## config.mk

```make
export PLATFORM = sky130hd
export DESIGN_NAME = stream_fifo
export DESIGN_NICKNAME = d
export VERILOG_FILES = /design/src/rtl/cmn_pkg.sv /design/src/rtl/stream_fifo_mem.sv /design/src/rtl/stream_fifo.sv
export SDC_FILE = /design/constraint.sdc
export NUM_CORES = 1
export LEC_CHECK = 0
export CAP_MARGIN = 20
export CORE_MARGIN = 8
export CORE_UTILIZATION = 57
export CTS_CLUSTER_DIAMETER = 80
export CTS_CLUSTER_SIZE = 14
export DETAILED_ROUTE_END_ITERATION = 16
export PLACE_DENSITY = 0.75
export SLEW_MARGIN = 15
export SYNTH_ARGS = -nofsm -noshare
export SYNTH_HDL_FRONTEND = slang
export SYNTH_SLANG_ARGS = --single-unit
```

## constraint.sdc

```tcl
create_clock -name clk -period 3.1 [get_ports clk]
set_input_delay 0.93 -clock clk [delete_from_list [all_inputs] [get_ports clk]]
set_output_delay 0.93 -clock clk [all_outputs]
set_load 0.05 [all_outputs]
```

## src/rtl/cmn_pkg.sv

```systemverilog
// Shared defaults for the common FIFO family: default data width, default
// depth, a pointer/occupancy typedef sized for the default depth, and a
// helper that returns the pointer width for any depth.
package cmn_pkg;

  localparam int CMN_DATA_W     = 8;
  localparam int CMN_FIFO_DEPTH = 8;

  // Occupancy/pointer type for the default depth: one extra bit beyond the
  // address so that "full" and "empty" can be told apart.
  typedef logic [$clog2(CMN_FIFO_DEPTH):0] ptr_t;

  // Pointer width (address bits plus one wrap bit) for an arbitrary depth.
  function automatic int ptrWidth(input int depth);
    return $clog2(depth) + 1;
  endfunction

endpackage

```

## src/rtl/stream_fifo_mem.sv

```systemverilog
// Storage array for stream_fifo: DEPTH x DATA_W, one synchronous write port
// and one asynchronous read port. The array has no reset; the FIFO control
// logic never presents a word whose slot has not been written.
module stream_fifo_mem
  import cmn_pkg::*;
#(
  parameter int DATA_W = CMN_DATA_W,
  parameter int DEPTH  = CMN_FIFO_DEPTH
) (
  input  logic                     clk,
  input  logic                     i_wrEn,
  input  logic [$clog2(DEPTH)-1:0] i_wrAddr,
  input  logic [DATA_W-1:0]        i_wrData,
  input  logic [$clog2(DEPTH)-1:0] i_rdAddr,
  output logic [DATA_W-1:0]        o_rdData
);

  logic [DATA_W-1:0] r_mem [DEPTH];

  // Write the incoming word into its slot on an accepted push.
  always_ff @(posedge clk) begin
    if (i_wrEn) begin
      r_mem[i_wrAddr] <= i_wrData;
    end
  end

  assign o_rdData = r_mem[i_rdAddr];

endmodule

```

## src/rtl/stream_fifo.sv

```systemverilog
// stream_fifo: valid/ready stream FIFO with show-ahead output, occupancy
// count and almost_full flag. Storage lives in stream_fifo_mem; pointer,
// count, flag and error logic live here.
// Optional feature: define CMN_FIFO_ERR_EN to add the sticky 'err' output,
// which flags an upstream that withdraws or changes a stalled word.
module stream_fifo
  import cmn_pkg::*;
#(
  parameter int DATA_W    = CMN_DATA_W,
  parameter int DEPTH     = CMN_FIFO_DEPTH,
  parameter int AF_THRESH = DEPTH - 2
) (
  input  logic                   clk,
  input  logic                   rst,
  input  logic                   in_valid,
  output logic                   in_ready,
  input  logic [DATA_W-1:0]      in_data,
  output logic                   out_valid,
  input  logic                   out_ready,
  output logic [DATA_W-1:0]      out_data,
  output logic [$clog2(DEPTH):0] count,
  output logic                   almost_full
`ifdef CMN_FIFO_ERR_EN
  ,
  output logic                   err
`endif
);

  localparam int AW = $clog2(DEPTH);
  localparam int PW = ptrWidth(DEPTH);
  localparam logic [PW-1:0] AF_COUNT = PW'(AF_THRESH);

  logic [PW-1:0] r_wrPtr;
  logic [PW-1:0] r_rdPtr;
  logic [PW-1:0] w_count;
  logic          w_full;
  logic          w_empty;
  logic          w_push;
  logic          w_pop;

  // Full when the wrap bits differ but the slot addresses match; empty when
  // the pointers are identical. Pointers wrap modulo 2*DEPTH naturally.
  assign w_full  = (r_wrPtr[AW] != r_rdPtr[AW]) &&
                   (r_wrPtr[AW-1:0] == r_rdPtr[AW-1:0]);
  assign w_empty = (r_wrPtr == r_rdPtr);
  assign w_count = r_wrPtr - r_rdPtr;

  // Ready depends only on our own state, never on out_ready, so there is no
  // combinational path from downstream back to upstream. A full FIFO that is
  // being popped still refuses the push that cycle.
  assign in_ready    = !w_full;
  assign out_valid   = !w_empty;
  assign w_push      = in_valid && in_ready;
  assign w_pop       = out_valid && out_ready;
  assign count       = w_count;
  assign almost_full = (w_count >= AF_COUNT);

  // Advance each pointer on its own handshake; reset discards all contents.
  always_ff @(posedge clk or posedge rst) begin
    if (rst) begin
      r_wrPtr <= '0;
      r_rdPtr <= '0;
    end else begin
      if (w_push) begin
        r_wrPtr <= r_wrPtr + 1'b1;
      end
      if (w_pop) begin
        r_rdPtr <= r_rdPtr + 1'b1;
      end
    end
  end

  stream_fifo_mem #(
    .DATA_W(DATA_W),
    .DEPTH (DEPTH)
  ) u_mem (
    .clk     (clk),
    .i_wrEn  (w_push),
    .i_wrAddr(r_wrPtr[AW-1:0]),
    .i_wrData(in_data),
    .i_rdAddr(r_rdPtr[AW-1:0]),
    .o_rdData(out_data)
  );

`ifdef CMN_FIFO_ERR_EN
  logic              r_stalled;
  logic [DATA_W-1:0] r_stallData;
  logic              r_err;
  logic              w_violation;

  // A word offered but refused last cycle must be offered again unchanged;
  // dropping valid or altering the data before acceptance is a violation.
  assign w_violation = r_stalled && (!in_valid || (in_data != r_stallData));
  assign err         = r_err;

  // Remember any refused offer and latch a violation until the next reset.
  always_ff @(posedge clk or posedge rst) begin
    if (rst) begin
      r_stalled   <= 1'b0;
      r_stallData <= '0;
      r_err       <= 1'b0;
    end else begin
      r_stalled   <= in_valid && !in_ready;
      r_stallData <= in_data;
      if (w_violation) begin
        r_err <= 1'b1;
      end
    end
  end
`endif

endmodule
```

==> flow_summary.ini, run 1 <==
[status]
status = complete, no violations

[route]
via_count = 1641
first_iter_violations = 56
first_pass_iters = 4
viasPerCell = 5.60
wl_per_cell_um = 19.4
postRouteAntennaNets = 0
drt_wl_total_mm = 5.68
drc_errors = 0

[layout]
drive_gt1_frac = 0.242
syn2layout_area_growth_pct = 21.6
fin_nets = 237
regArea_mm2 = 0.00212
multi_input_area_um2 = 888
nFillCells = 316
antenna_cells = 0

[synthesis]
syn_area_mm2 = 0.00308
netlist_instances = 171
synth_compound_area_frac = 0.0236
synthAdderAreaFrac = 0.0269
yosysSeqAreaShare = 0.690
synth_top_family_by_area = multiplexers
synth_simple_gate_area_share = 0.0602
synthDistinctLibCells = 30
postSynthAreaPerCell_um2 = 18.0
ys_ff_latch = 72
synthXorXnorAreaFrac = 0.0305
ys_warn_count = 0
synthMuxAreaShare = 0.144
synth_fp_nets = 189

[hold_path]
min_to = r_rdPtr[3]$_DFFE_PP0P_
hp-start = r_rdPtr[3]$_DFFE_PP0P_
hold_depth = 1
hp-class = register to register

[clock_tree]
numClockSinks = 72
path_clk_slew_ns = 0.07
numCtsBuffers = 9
cts_tree = yes
holdBufCountCts = 0
clock_path_buffers = 2
clk_latency_ns = 0.33
htreeDepth = 3
cts.root.buffer_cell = clkbuf_8

[sta]
rsz0062_at_grt = no
setup_violations = 0
setup_tns_ns = 0
max_slew_margin = 0.736
final-hold-violation-count = 0
skew_ns = 0.00907
min_period_over_period = 0.955
maxSlewViolCount = 0
worst_pin_slew_ns = 0.393
period_needed_ns = 2.96
fmax_mhz = 338

[die]
chipWidth_um = 89.5
start_util = 0.595
pin_count = 27
placement_rows = 26
core-area_mm2 = 0.00517
die_h_um = 89.5
die_area_mm2 = 0.00800

[grt]
antenna_found_initial = 0
grt_first_pass_wirelength_mm = 8.85
grt_max_degree = 19
grt_pass1_vias = 1687
gr-usage-all-layers = 0.159
grt-ovfl-total = 0

[critical_path]
cp-start-kind = register
cp_max_fo = 8
reg2reg_to = u_mem.r_mem[2][3]$_DFFE_PP_
ff2ff_setup_slack_ns = 0.87
worstSetupEndpointType = output port
critPathRequiredTime_ns = 2.17
rr_worst_depth = 5
path_class = register to output port
r2r_start = r_wrPtr[2]$_DFFE_PP0P_
cp.arrival_ns = 2.03

[place]
portBuffers = 26
place_congestion = 0.850
dp_hpwl_mm = 3.83

[flow_run]
drv_cap = 0
## worst max path at each step
stage | slack (ns) | from | endpoint | cells past startpoint
after floorplan | 0.12 | r_rdPtr[2]$_DFFE_PP0P_ | count[3] | 6
after global routing | 0.03 | r_wrPtr[1]$_DFFE_PP0P_ | almost_full | 6
after global placement | 0.47 | r_wrPtr[0]$_DFFE_PP0P_ | almost_full | 7
after detailed placement | 0.33 | r_wrPtr[0]$_DFFE_PP0P_ | almost_full | 7
after CTS | 0.03 | r_wrPtr[0]$_DFFE_PP0P_ | almost_full | 7
final | 0.14 | r_wrPtr[1]$_DFFE_PP0P_ | almost_full | 6
## area by class of cell
cell class                      instances  share of cell area
Clock buffer                           10              0.0341
Clock inverter                          5              0.0130
Inverter                                7             0.00703
Multi-Input combinational cell         86               0.238
Sequential cell                        72               0.568
Tap cell                               70              0.0234
Timing Repair Buffer                   43               0.117
## flip-flops by register name, summed over array words and instances, names as in the netlist
| name | flops |
|---|---|
| r_wrPtr | 4 |
| u_mem.r_mem | 64 |
| r_rdPtr | 4 |
## stage by stage
stage	instance area, um^2	worst slack (ns)	std cells	utilization	hold slack (ns)
2_1_floorplan	3090	0.123	171	-	0.547
3_3_place_gp	3540	0.472	275	0.684	0.568
3_5_place_dp	3540	0.334	275	0.684	0.587
4_1_cts	3720	0.0276	290	0.719	0.572
5_1_grt	3740	0.0310	293	0.723	0.618
6_report	3740	0.140	293	0.723	0.598
## synth_stat cells
cell / n / area, um^2
o21ai_4: 1 / 16.3
o211ai_1: 3 / 22.5
o21ai_0: 1 / 5.00
inv_1: 6 / 22.5
mux4_2: 2 / 45.0
o21ai_2: 1 / 8.76
nor4_1: 2 / 12.5
buf_6: 1 / 11.3
edfxtp_1: 64 / 1920
a21oi_1: 4 / 20.0
xnor2_2: 1 / 16.3
xor2_2: 1 / 16.3
nand3_1: 1 / 5.00
ha_1: 5 / 62.6
mux2_4: 2 / 30.0
xor2_1: 2 / 17.5
nor2_1: 3 / 11.3
dfrtp_1: 8 / 200
clkbuf_1: 1 / 3.75
fa_1: 1 / 20.0
buf_2: 3 / 15.0
nand3b_1: 1 / 7.51
mux4_1: 14 / 368
clkinv_1: 1 / 3.75
buf_12: 1 / 20.0
nand2_1: 29 / 109
nor3_1: 3 / 15.0
and3_1: 2 / 12.5
xnor2_1: 5 / 43.8
nand4_1: 2 / 12.5
## per-layer routing
layer	global-route usage	part of all wire	vias to the layer above
li1	-	-	764
met1	0.173	0.38	812
met2	0.272	0.53	51
met3	0.0506	0.063	14
met4	0.0861	0.028	0
met5	0	0	-
## worst max-delay path, cell delays in order (launching register included)
cell	delay, ns
dfrtp_1	0.50
inv_1	0.15
fa_1	0.49
xnor2_2	0.21
nand2_1	0.09
o21ai_2	0.09
buf_12	0.16
## repair_timing
action                     in CTS  in global routing
buffers inserted                0                  3
gates resized for setup         1                  0
setup endpoints to repair       1                  1
pin swaps                       0                  1
## cells in the final DEF, fill, tap and decap left out, drive strengths merged
cell type,n
a21oi,4
and3,2
buf,32
bufinv,1
clkbuf,10
clkdlybuf4s50,11
clkinv,4
clkinvlp,1
dfrtp,8
edfxtp,64
fa,1
ha,5
inv,6
mux2,2
mux4,16
nand2,29
nand3,1
nand3b,1
nand4,2
nor2,3
nor3,3
nor4,2
o211ai,3
o21ai,3
xnor2,6
xor2,3
## cells by family after synthesis
logic type / after synthesis
flip-flops: 72
AND/OR/NAND/NOR: 43
multiplexers: 18
buffers and inverters: 13
AO/OA/AOI/OAI: 10
XOR/XNOR: 9
adder cells (fa/ha/maj): 6
Power of run 1 is left out: the tool's default activity adds up to more than one toggle a clock period on the data nets, which glitch-free logic cannot reach.
==> run 2, diff against run 1 <==
CORE_MARGIN = 5   (was 8)
==> flow_summary.ini, run 2 (same netlist as run 1, synthesis figures left out) <==
[status]
status = complete, no violations

[grt]
grt_pass1_vias = 1676
grt_max_degree = 20
antenna_found_initial = 0
grt_first_pass_wirelength_mm = 8.91
grt-ovfl-total = 0
gr-usage-all-layers = 0.171

[sta]
final-hold-violation-count = 0
period_needed_ns = 2.99
maxSlewViolCount = 0
worst_pin_slew_ns = 0.417
setup_violations = 0
skew_ns = 0.0115
fmax_mhz = 334
min_period_over_period = 0.966
max_slew_margin = 0.721
rsz0062_at_grt = no
setup_tns_ns = 0

[layout]
antenna_cells = 0
fin_nets = 234
mostFrequentLayoutCell = edfxtp_1
drive_gt1_frac = 0.253
final_cell_mix = edfxtp_1 (64), nand2_1 (29), buf_4 (22)
reg.largest.list = u_mem.r_mem (64), r_rdPtr (4), r_wrPtr (4)
largest_reg_flops = 64
syn2layout_area_growth_pct = 22.1
regMostFlops = u_mem.r_mem

[place]
portBuffers = 26
place_congestion = 0.819
dp_hpwl_mm = 3.63

[critical_path]
cp_num_cells = 7
critPathSlowestCell = fa_1
cp_max_fo = 4
rr_worst_depth = 5
max_stage_delay_ns = 0.42
worstSetupEndpointType = output port
crit_chain = inv_1 -> ha_1 -> fa_1 -> xnor2_2 -> nand2_1 -> o21ai_2 -> buf_12
cp-start-kind = register
cp.arrival_ns = 2.06
path_class = register to output port
critPathRequiredTime_ns = 2.17
path_buf_inv = 2
path_delay_family = adder cells

[clock_tree]
cts.root.buffer_cell = clkbuf_8
numCtsBuffers = 9
path_clk_slew_ns = 0.07
clock_path_buffers = 2
htreeDepth = 3
holdBufCountCts = 0
numClockSinks = 72
cts_tree = yes
clk_latency_ns = 0.34

[route]
via_count = 1636
postRouteAntennaNets = 0
drt_wl_total_mm = 5.63
drc_errors = 0
first_pass_iters = 4
first_iter_violations = 100
viasPerCell = 5.62
wl_per_cell_um = 19.3

[die]
die_h_um = 83.5
core-area_mm2 = 0.00517
chipWidth_um = 83.5
placement_rows = 26
die_area_mm2 = 0.00696
pin_count = 27
start_util = 0.595

[flow_run]
drv_cap = 0

[hold_path]
hp-class = register to register
hold_depth = 1
## run 2: cell count changes in the layout (fill, tap and decap cells not counted)
cell and change:
dfrtp_2 +1, dfrtp_1 -1, clkinvlp_4 -1, bufinv_16 +1
clkinv_1 -3, clkinv_4 +1, buf_4 -3, clkinv_2 +3
## run 2: final timing paths
path	from	endpoint	slack (ns)
min in group asynchronous	rst	r_rdPtr[3]$_DFFE_PP0P_	0.84
worst max register to register	r_wrPtr[2]$_DFFE_PP0P_	u_mem.r_mem[6][7]$_DFFE_PP_	0.83
worst min register to register	r_rdPtr[3]$_DFFE_PP0P_	r_rdPtr[3]$_DFFE_PP0P_	0.61
max in group asynchronous	rst	r_wrPtr[0]$_DFFE_PP0P_	2.01
worst max-delay path	r_wrPtr[0]$_DFFE_PP0P_	almost_full	0.11
worst min-delay path	r_rdPtr[3]$_DFFE_PP0P_	r_rdPtr[3]$_DFFE_PP0P_	0.61
## run 2: per-stage QoR
step                worst slack, ns  utilization  hold slack [ns]  instance area, um^2  instances
finish                        0.106        0.726            0.609                 3750        291
global route                0.00830        0.726            0.630                 3750        291
CTS                          0.0575        0.723            0.566                 3740        289
detailed placement            0.364        0.681            0.602                 3520        273
global placement              0.466        0.681            0.575                 3520        273
floorplan                     0.123            -            0.547                 3090        171
## run 2: cell type report
| cell class | count | area, um^2 |
|---|---|---|
| Clock buffer | 10 | 128 |
| Clock inverter | 6 | 83.8 |
| Fill cell | 327 | 1420 |
| Inverter | 7 | 26.3 |
| Multi-Input combinational cell | 86 | 888 |
| Sequential cell | 72 | 2120 |
| Tap cell | 70 | 87.6 |
| Timing Repair Buffer | 40 | 415 |
## run 2: metal layers
layer,GRT usage,vias to the layer above,wire length (um)
li1,-,759,-
met2,0.280,33,2820
met1,0.216,833,2410
met4,0.0658,0,112
met3,0.0523,11,283
met5,0,-,0
## run 2: timing repair
action	in CTS	in global routing
gates resized for setup	1	1
setup endpoints to repair	1	1
pin swaps	0	1
endpoints found under the hold margin	0	0
cloned	0	0
setup buffers	0	2
## run 2: worst register-to-register path, cell delays in order, from the launching register on
cell	delay [ns]
dfrtp_1	0.50
ha_1	0.43
nand3_1	0.27
o211ai_1	0.18
nor2_1	0.38
buf_4	0.23
Power of run 2 is left out for the same reason.
==> run 3, diff against run 2 <==
SYNTH_HIERARCHICAL = 1   (was unset)
==> flow_summary.ini, run 3 <==
[sta]
setup_tns_ns = 0
min_period_over_period = 0.966
worst_pin_slew_ns = 0.372
final-hold-violation-count = 0
worst_slack_ns = 0.106
skew_ns = 0.00770
setup_violations = 0
maxSlewViolCount = 0
period_needed_ns = 2.99
rsz0062_at_grt = no
max_slew_margin = 0.750
fmax_mhz = 334

[die]
pin_count = 27
start_util = 0.593
die_area_mm2 = 0.00695
core-area_mm2 = 0.00517
placement_rows = 26
die_h_um = 83.4
chipWidth_um = 83.4

[clock_tree]
post_cts_buffers = 0
htreeDepth = 3
cts.root.buffer_cell = clkbuf_8
clock_path_buffers = 2
clk_latency_ns = 0.33
holdBufCountCts = 0
path_clk_slew_ns = 0.07
cts_tree = yes
numCtsBuffers = 9
numClockSinks = 72

[layout]
final_cell_mix = edfxtp_1 (64), buf_4 (22), mux4_1 (15)
mostFrequentLayoutCell = edfxtp_1
antenna_cells = 0
drive_gt1_frac = 0.310
regMostFlops = u_mem/r_mem
multi_input_area_um2 = 883
reg.largest.list = u_mem/r_mem (64), r_rdPtr (4), r_wrPtr (4)
regArea_mm2 = 0.00212
nFillCells = 301
fin_nets = 223
largest_reg_flops = 64
syn2layout_area_growth_pct = 24.8

[place]
pre_cts_slack_ns = 0.398
place_congestion = 0.852
portBuffers = 26
dp_hpwl_mm = 3.88

[critical_path]
path_delay_family = multiplexers
cp_num_cells = 4
rr_worst_depth = 7
cp-start-kind = register
path_buf_inv = 2
cp.arrival_ns = 2.06
critPathRequiredTime_ns = 2.17
worstSetupEndpointType = output port
critPathSlowestCell = mux4_1
max_stage_delay_ns = 0.58
crit_chain = buf_12 -> mux4_1 -> mux2_2 -> buf_4
cp_max_fo = 16
path_class = register to output port
ff2ff_setup_slack_ns = 0.85

[synthesis]
ys_warn_count = 6
post-synth-top-count-cell = edfxtp_1
synth_edf_count = 64
syn_area_mm2 = 0.00307
synth_top_area_cell = edfxtp_1
synth_fp_nets = 176
synthTopCellsByArea = edfxtp_1 (63%), mux4_1 (13%), dfrtp_1 (6.5%)
postSynthAreaPerCell_um2 = 19.4
ys_ff_latch = 72
synthDistinctLibCells = 30
netlist.area_leader.share = 0.626
yosysSeqAreaShare = 0.692
netlist_top_cells_count = edfxtp_1 (64), mux4_1 (15), mux2_2 (9), dfrtp_1 (8), inv_1 (8)
netlist_instances = 158
ys.flop_type = edfxtp_1
async_flop_share = 0.111

[grt]
antenna_found_initial = 0
gr-usage-all-layers = 0.178
grt_max_degree = 19
grt_pass1_vias = 1732
grt-ovfl-total = 0
grt_first_pass_wirelength_mm = 9.13

[hold_path]
hold_depth = 1
hp-class = register to register

[route]
via_count = 1591
wl_per_cell_um = 20.3
first_iter_violations = 100
postRouteAntennaNets = 0
drc_errors = 0
viasPerCell = 5.68
first_pass_iters = 4
drt_wl_total_mm = 5.69

[status]
status = complete, no violations

[flow_run]
drv_cap = 0
-- run 3: cell count changes after synthesis, moves of 2 or more --
cell | before | now
nor2_1 | 3 | 7
mux2_2 | 0 | 9
nor4_1 | 2 | 0
nand2_1 | 29 | 5
nand2b_1 | 0 | 3
inv_1 | 6 | 8
buf_2 | 3 | 1
-- run 3: stage by stage --
| stage | util | cells | hold WS, ns | area [um^2] |
|---|---|---|---|---|
| 2_1_floorplan | - | 158 | 0.486 | 3080 |
| 6_report | 0.740 | 280 | 0.564 | 3830 |
| 4_1_cts | 0.740 | 280 | 0.568 | 3830 |
| 3_5_place_dp | 0.688 | 264 | 0.556 | 3560 |
| 3_3_place_gp | 0.688 | 264 | 0.545 | 3560 |
| 5_1_grt | 0.740 | 280 | 0.581 | 3830 |
-- run 3: worst paths after layout --
kind                                        start                     endpoint
max                        r_rdPtr[0]$_DFFE_PP0P_                  out_data[0]
min reg2reg                r_wrPtr[3]$_DFFE_PP0P_       r_wrPtr[3]$_DFFE_PP0P_
max in group asynchronous                     rst       r_rdPtr[0]$_DFFE_PP0P_
min in group asynchronous                     rst       r_wrPtr[1]$_DFFE_PP0P_
min                        r_wrPtr[3]$_DFFE_PP0P_       r_wrPtr[3]$_DFFE_PP0P_
max reg2reg                r_wrPtr[2]$_DFFE_PP0P_  u_mem/r_mem[2][4]$_DFFE_PP_
-- run 3: cells by family after synthesis --
family | after synthesis | share of synthesized area
DFF | 72 | 0.692
muxes | 26 | 0.174
and+or+nand+nor | 23 | 0.0367
buffers and inverters | 13 | 0.0241
AOI/OAI and AO/OA | 9 | 0.0188
xor gates and xnor gates | 9 | 0.0281
adders and majority gates | 6 | 0.0269
-- run 3: final cells by class --
type	count	area share
clock buffers	10	0.0359
flip-flops and latches	72	0.555
inverters	8	0.00784
well taps	70	0.0229
clock inverters	6	0.0340
multi-input cells	73	0.231
repair buffers	41	0.114
-- run 3: layer usage --
metal | part of all wire | GRT usage | up-vias | routed length, um
met3 | 0.040 | 0.0564 | 12 | 226
met4 | 0.020 | 0.0832 | 0 | 115
met1 | 0.40 | 0.205 | 826 | 2280
met2 | 0.54 | 0.301 | 29 | 3070
met5 | 0 | 0 | - | 0
li1 | - | - | 724 | -
-- run 3: what timing repair did --
item | CTS | global route
resized for setup | 0 | 2
endpoints found under the setup margin | 0 | 7
hold endpoints to repair | 0 | 0
Power of run 3 is left out for the same reason.
==> edit, RTL diff (config.mk and constraints of run 3) <==
The package constant `CMN_FIFO_DEPTH` goes from 8 to 16.
--- a/src/rtl/cmn_pkg.sv
+++ b/src/rtl/cmn_pkg.sv
@@ -4,7 +4,7 @@
 package cmn_pkg;
 
   localparam int CMN_DATA_W     = 8;
-  localparam int CMN_FIFO_DEPTH = 8;
+  localparam int CMN_FIFO_DEPTH = 16;
 
   // Occupancy/pointer type for the default depth: one extra bit beyond the
   // address so that "full" and "empty" can be told apart.
Ports: changed (resized count); port bits go from 27 to 28. The function was not compared with the original's and may differ.
==> edit against run 3 <==
  * The run now ends with setup timing left
  * Synthesized cell count grew 84%
  * Wire length grew 100%
  * Fmax is 15% lower
  * Area after synthesis increased by 87%
  * Worst hold slack lost 0.013 ns
  * Sequential cell count increased by 66
  * Cell area rose by 84%
  * Critical path depth grew 4
  * Clock skew rose by 0.0021 ns
  * Cell count grew 80%
  * Worst setup slack got worse by 0.53 ns
  * Critical path type unchanged
  * Critical endpoint is now almost_full
  * Largest cell class unchanged
Power is not shown: default switching activity piles up to over one toggle a cycle in this logic, so the estimate is an artifact.
==> edit: results (changes against run 3) <==
The final count of negative-setup-slack endpoints is 9 (was 0). The total global routing track utilization came out at 21.9% (was 17.8%). The net count after synthesis is 310 (was 176). The top fanout value on the critical path came out at 2 (was 16). The summed negative setup slack over all endpoints came out at -1.34 ns (was 0 ns). The sum of met3 wire segment lengths after detailed routing is 808 um (was 226 um). The violation count after the first detailed-route iteration is 287 (was 100). The first-pass GRT wire length is 18,500 um (was 9130 um).

The worst slew slack as a fraction of its limit came out at 60.3% (was 75.0%). The placed wire-length estimate came out at 7200 um (was 3880 um). The count of nets after finishing is 380 (was 223).

After clock tree synthesis, the clock-pin slew on the worst setup and hold paths is 0.06 ns. The largest stage delay on the critical path came out at 0.52 ns (was 0.58 ns). The met2 track demand over resource is 35.1% (was 30.1%). The standard cell with the maximum stage delay on the critical path was fa_2 (was mux4_1). The worst clock skew came to 0.00977 ns (was 0.00770 ns). The count of input and output buffers came out at 27 (was 26). The routing usage on met3 came out at 5.88% (was 5.64%). Commonest cells post-synth: 128 x edfxtp_1, 18 x mux4_2, 16 x a22oi_1 (was 64 x edfxtp_1, 15 x mux4_1, 9 x mux2_2). The post-layout instance count excluding filler cells came out at 503 (was 280). The async set-reset flop share out of synthesis is 7.25% (was 11.1%). Synth area leaders: edfxtp_1 67%, mux4_2 7.1%, mux4_1 6.4% (was edfxtp_1 63%, mux4_1 13%, dfrtp_1 6.5%). The average wire per standard cell is 23.1 um (was 20.3 um). The checks that failed: setup timing.

The number of placed instances with taps included is 469 (was 264). The pre-CTS setup slack came out at 0.121 ns (was 0.398 ns). The met1 global-route usage came out at 29.1% (was 20.5%). The family with the most delay on the worst path is adder cells (was multiplexers). The number of resized instances in the post-cts repair step came out at 46 (was 0). The total setup buffers inserted after CTS is 4 (was 0).

The cell at the root of the clock tree is clkbuf_8 (unchanged). The routed metal-1 wirelength came out at 4710 um (was 2280 um). The length of routed met2 wiring is 5910 um (was 3070 um).

The gate count of the mapped netlist was 291 (was 158). The routability congestion estimate is 0.804 (was 0.852). The H-tree depth was 4 (was 3). The area of the mapped netlist came out at 0.00572 sq mm (was 0.00307 sq mm). The number of enable flip-flop cells after synthesis came to 128 (was 64). The fraction of final layout cells sized beyond drive strength 1 is 36.2% (was 31.0%).

The share of synthesized area occupied by flip-flops and latches came out at 71.5% (was 69.2%). The total via count after detailed routing came out at 2,971 (was 1,591). The number of distinct library cell variants in the gate-level netlist after synthesis came out at 38 (was 30).

Outcome: complete, but fails checks (was finished clean). The worst-case setup margin in the final layout came to -0.420 ns (was 0.106 ns). The post-detailed-placement cell area is 0.00635 sq mm (was 0.00356 sq mm).

The diode insertion count for antenna repair came out at 0 (unchanged). The total CTS buffers was 17 (was 9). The via count of the first global-routing pass came out at 3,168 (was 1,732).

Top flop regs: u_mem/r_mem (128), r_rdPtr (5), r_wrPtr (5) (was u_mem/r_mem (64), r_rdPtr (4), r_wrPtr (4)). The clock network latency to the later pin of the worst-skew pair is 0.52 ns (was 0.33 ns). The maximum number of pins on one net before global-route repair came out at 36 (was 19).
==> edit: cell types whose count changed in the layout (fill, tap and decap cells not counted), sizes merged, moves of 3 or more <==
| cell | before | now |
|---|---|---|
| edfxtp | 64 | 128 |
| buf | 30 | 51 |
| a22oi | 0 | 16 |
| mux4 | 16 | 32 |
| clkbuf | 10 | 22 |
| mux2 | 10 | 2 |
| nand2 | 5 | 13 |
| nor2 | 7 | 15 |
| clkinv | 2 | 6 |
| bufinv | 4 | 1 |
==> edit: cells by family (layout without fill, tap and decap cells) <==
family / count (synthesis) / count (layout) / share of synthesized area, %
AOI/OAI and AO/OA: 29 / 29 / 3.96
xor gates and xnor gates: 12 / 12 / 1.97
adders and majority gates: 7 / 7 / 1.66
buffers and inverters: 21 / 100 / 2.49
DFF: 138 / 138 / 71.5
muxes: 34 / 34 / 14.0
and+or+nand+nor: 50 / 50 / 4.44
==> edit: cell type report <==
| cell class | count | area, sq um |
|---|---|---|
| clock inverters | 7 | 55.1 |
| flip-flops and latches | 138 | 4100 |
| repair buffers | 63 | 703 |
| well taps | 133 | 166 |
| clock buffers | 21 | 429 |
| inverters | 9 | 33.8 |
| multi-input cells | 132 | 1550 |
| fillers | 584 | 2750 |
==> edit: worst paths after layout <==
| kind | from | end | slack, ns | depth (start not counted) |
|---|---|---|---|---|
| worst max register to register | r_rdPtr[3] | u_mem/r_mem[0][2] | 0.58 | 8 |
| min in group asynchronous | rst | r_wrPtr[4] | 0.69 | 2 |
| max in group asynchronous | rst | r_wrPtr[0] | 2.10 | 2 |
| worst max-delay path | r_wrPtr[0] | almost_full | -0.42 | 8 |
| worst min register to register | r_wrPtr[4] | r_wrPtr[4] | 0.55 | 1 |
| worst min-delay path | r_wrPtr[4] | r_wrPtr[4] | 0.55 | 1 |
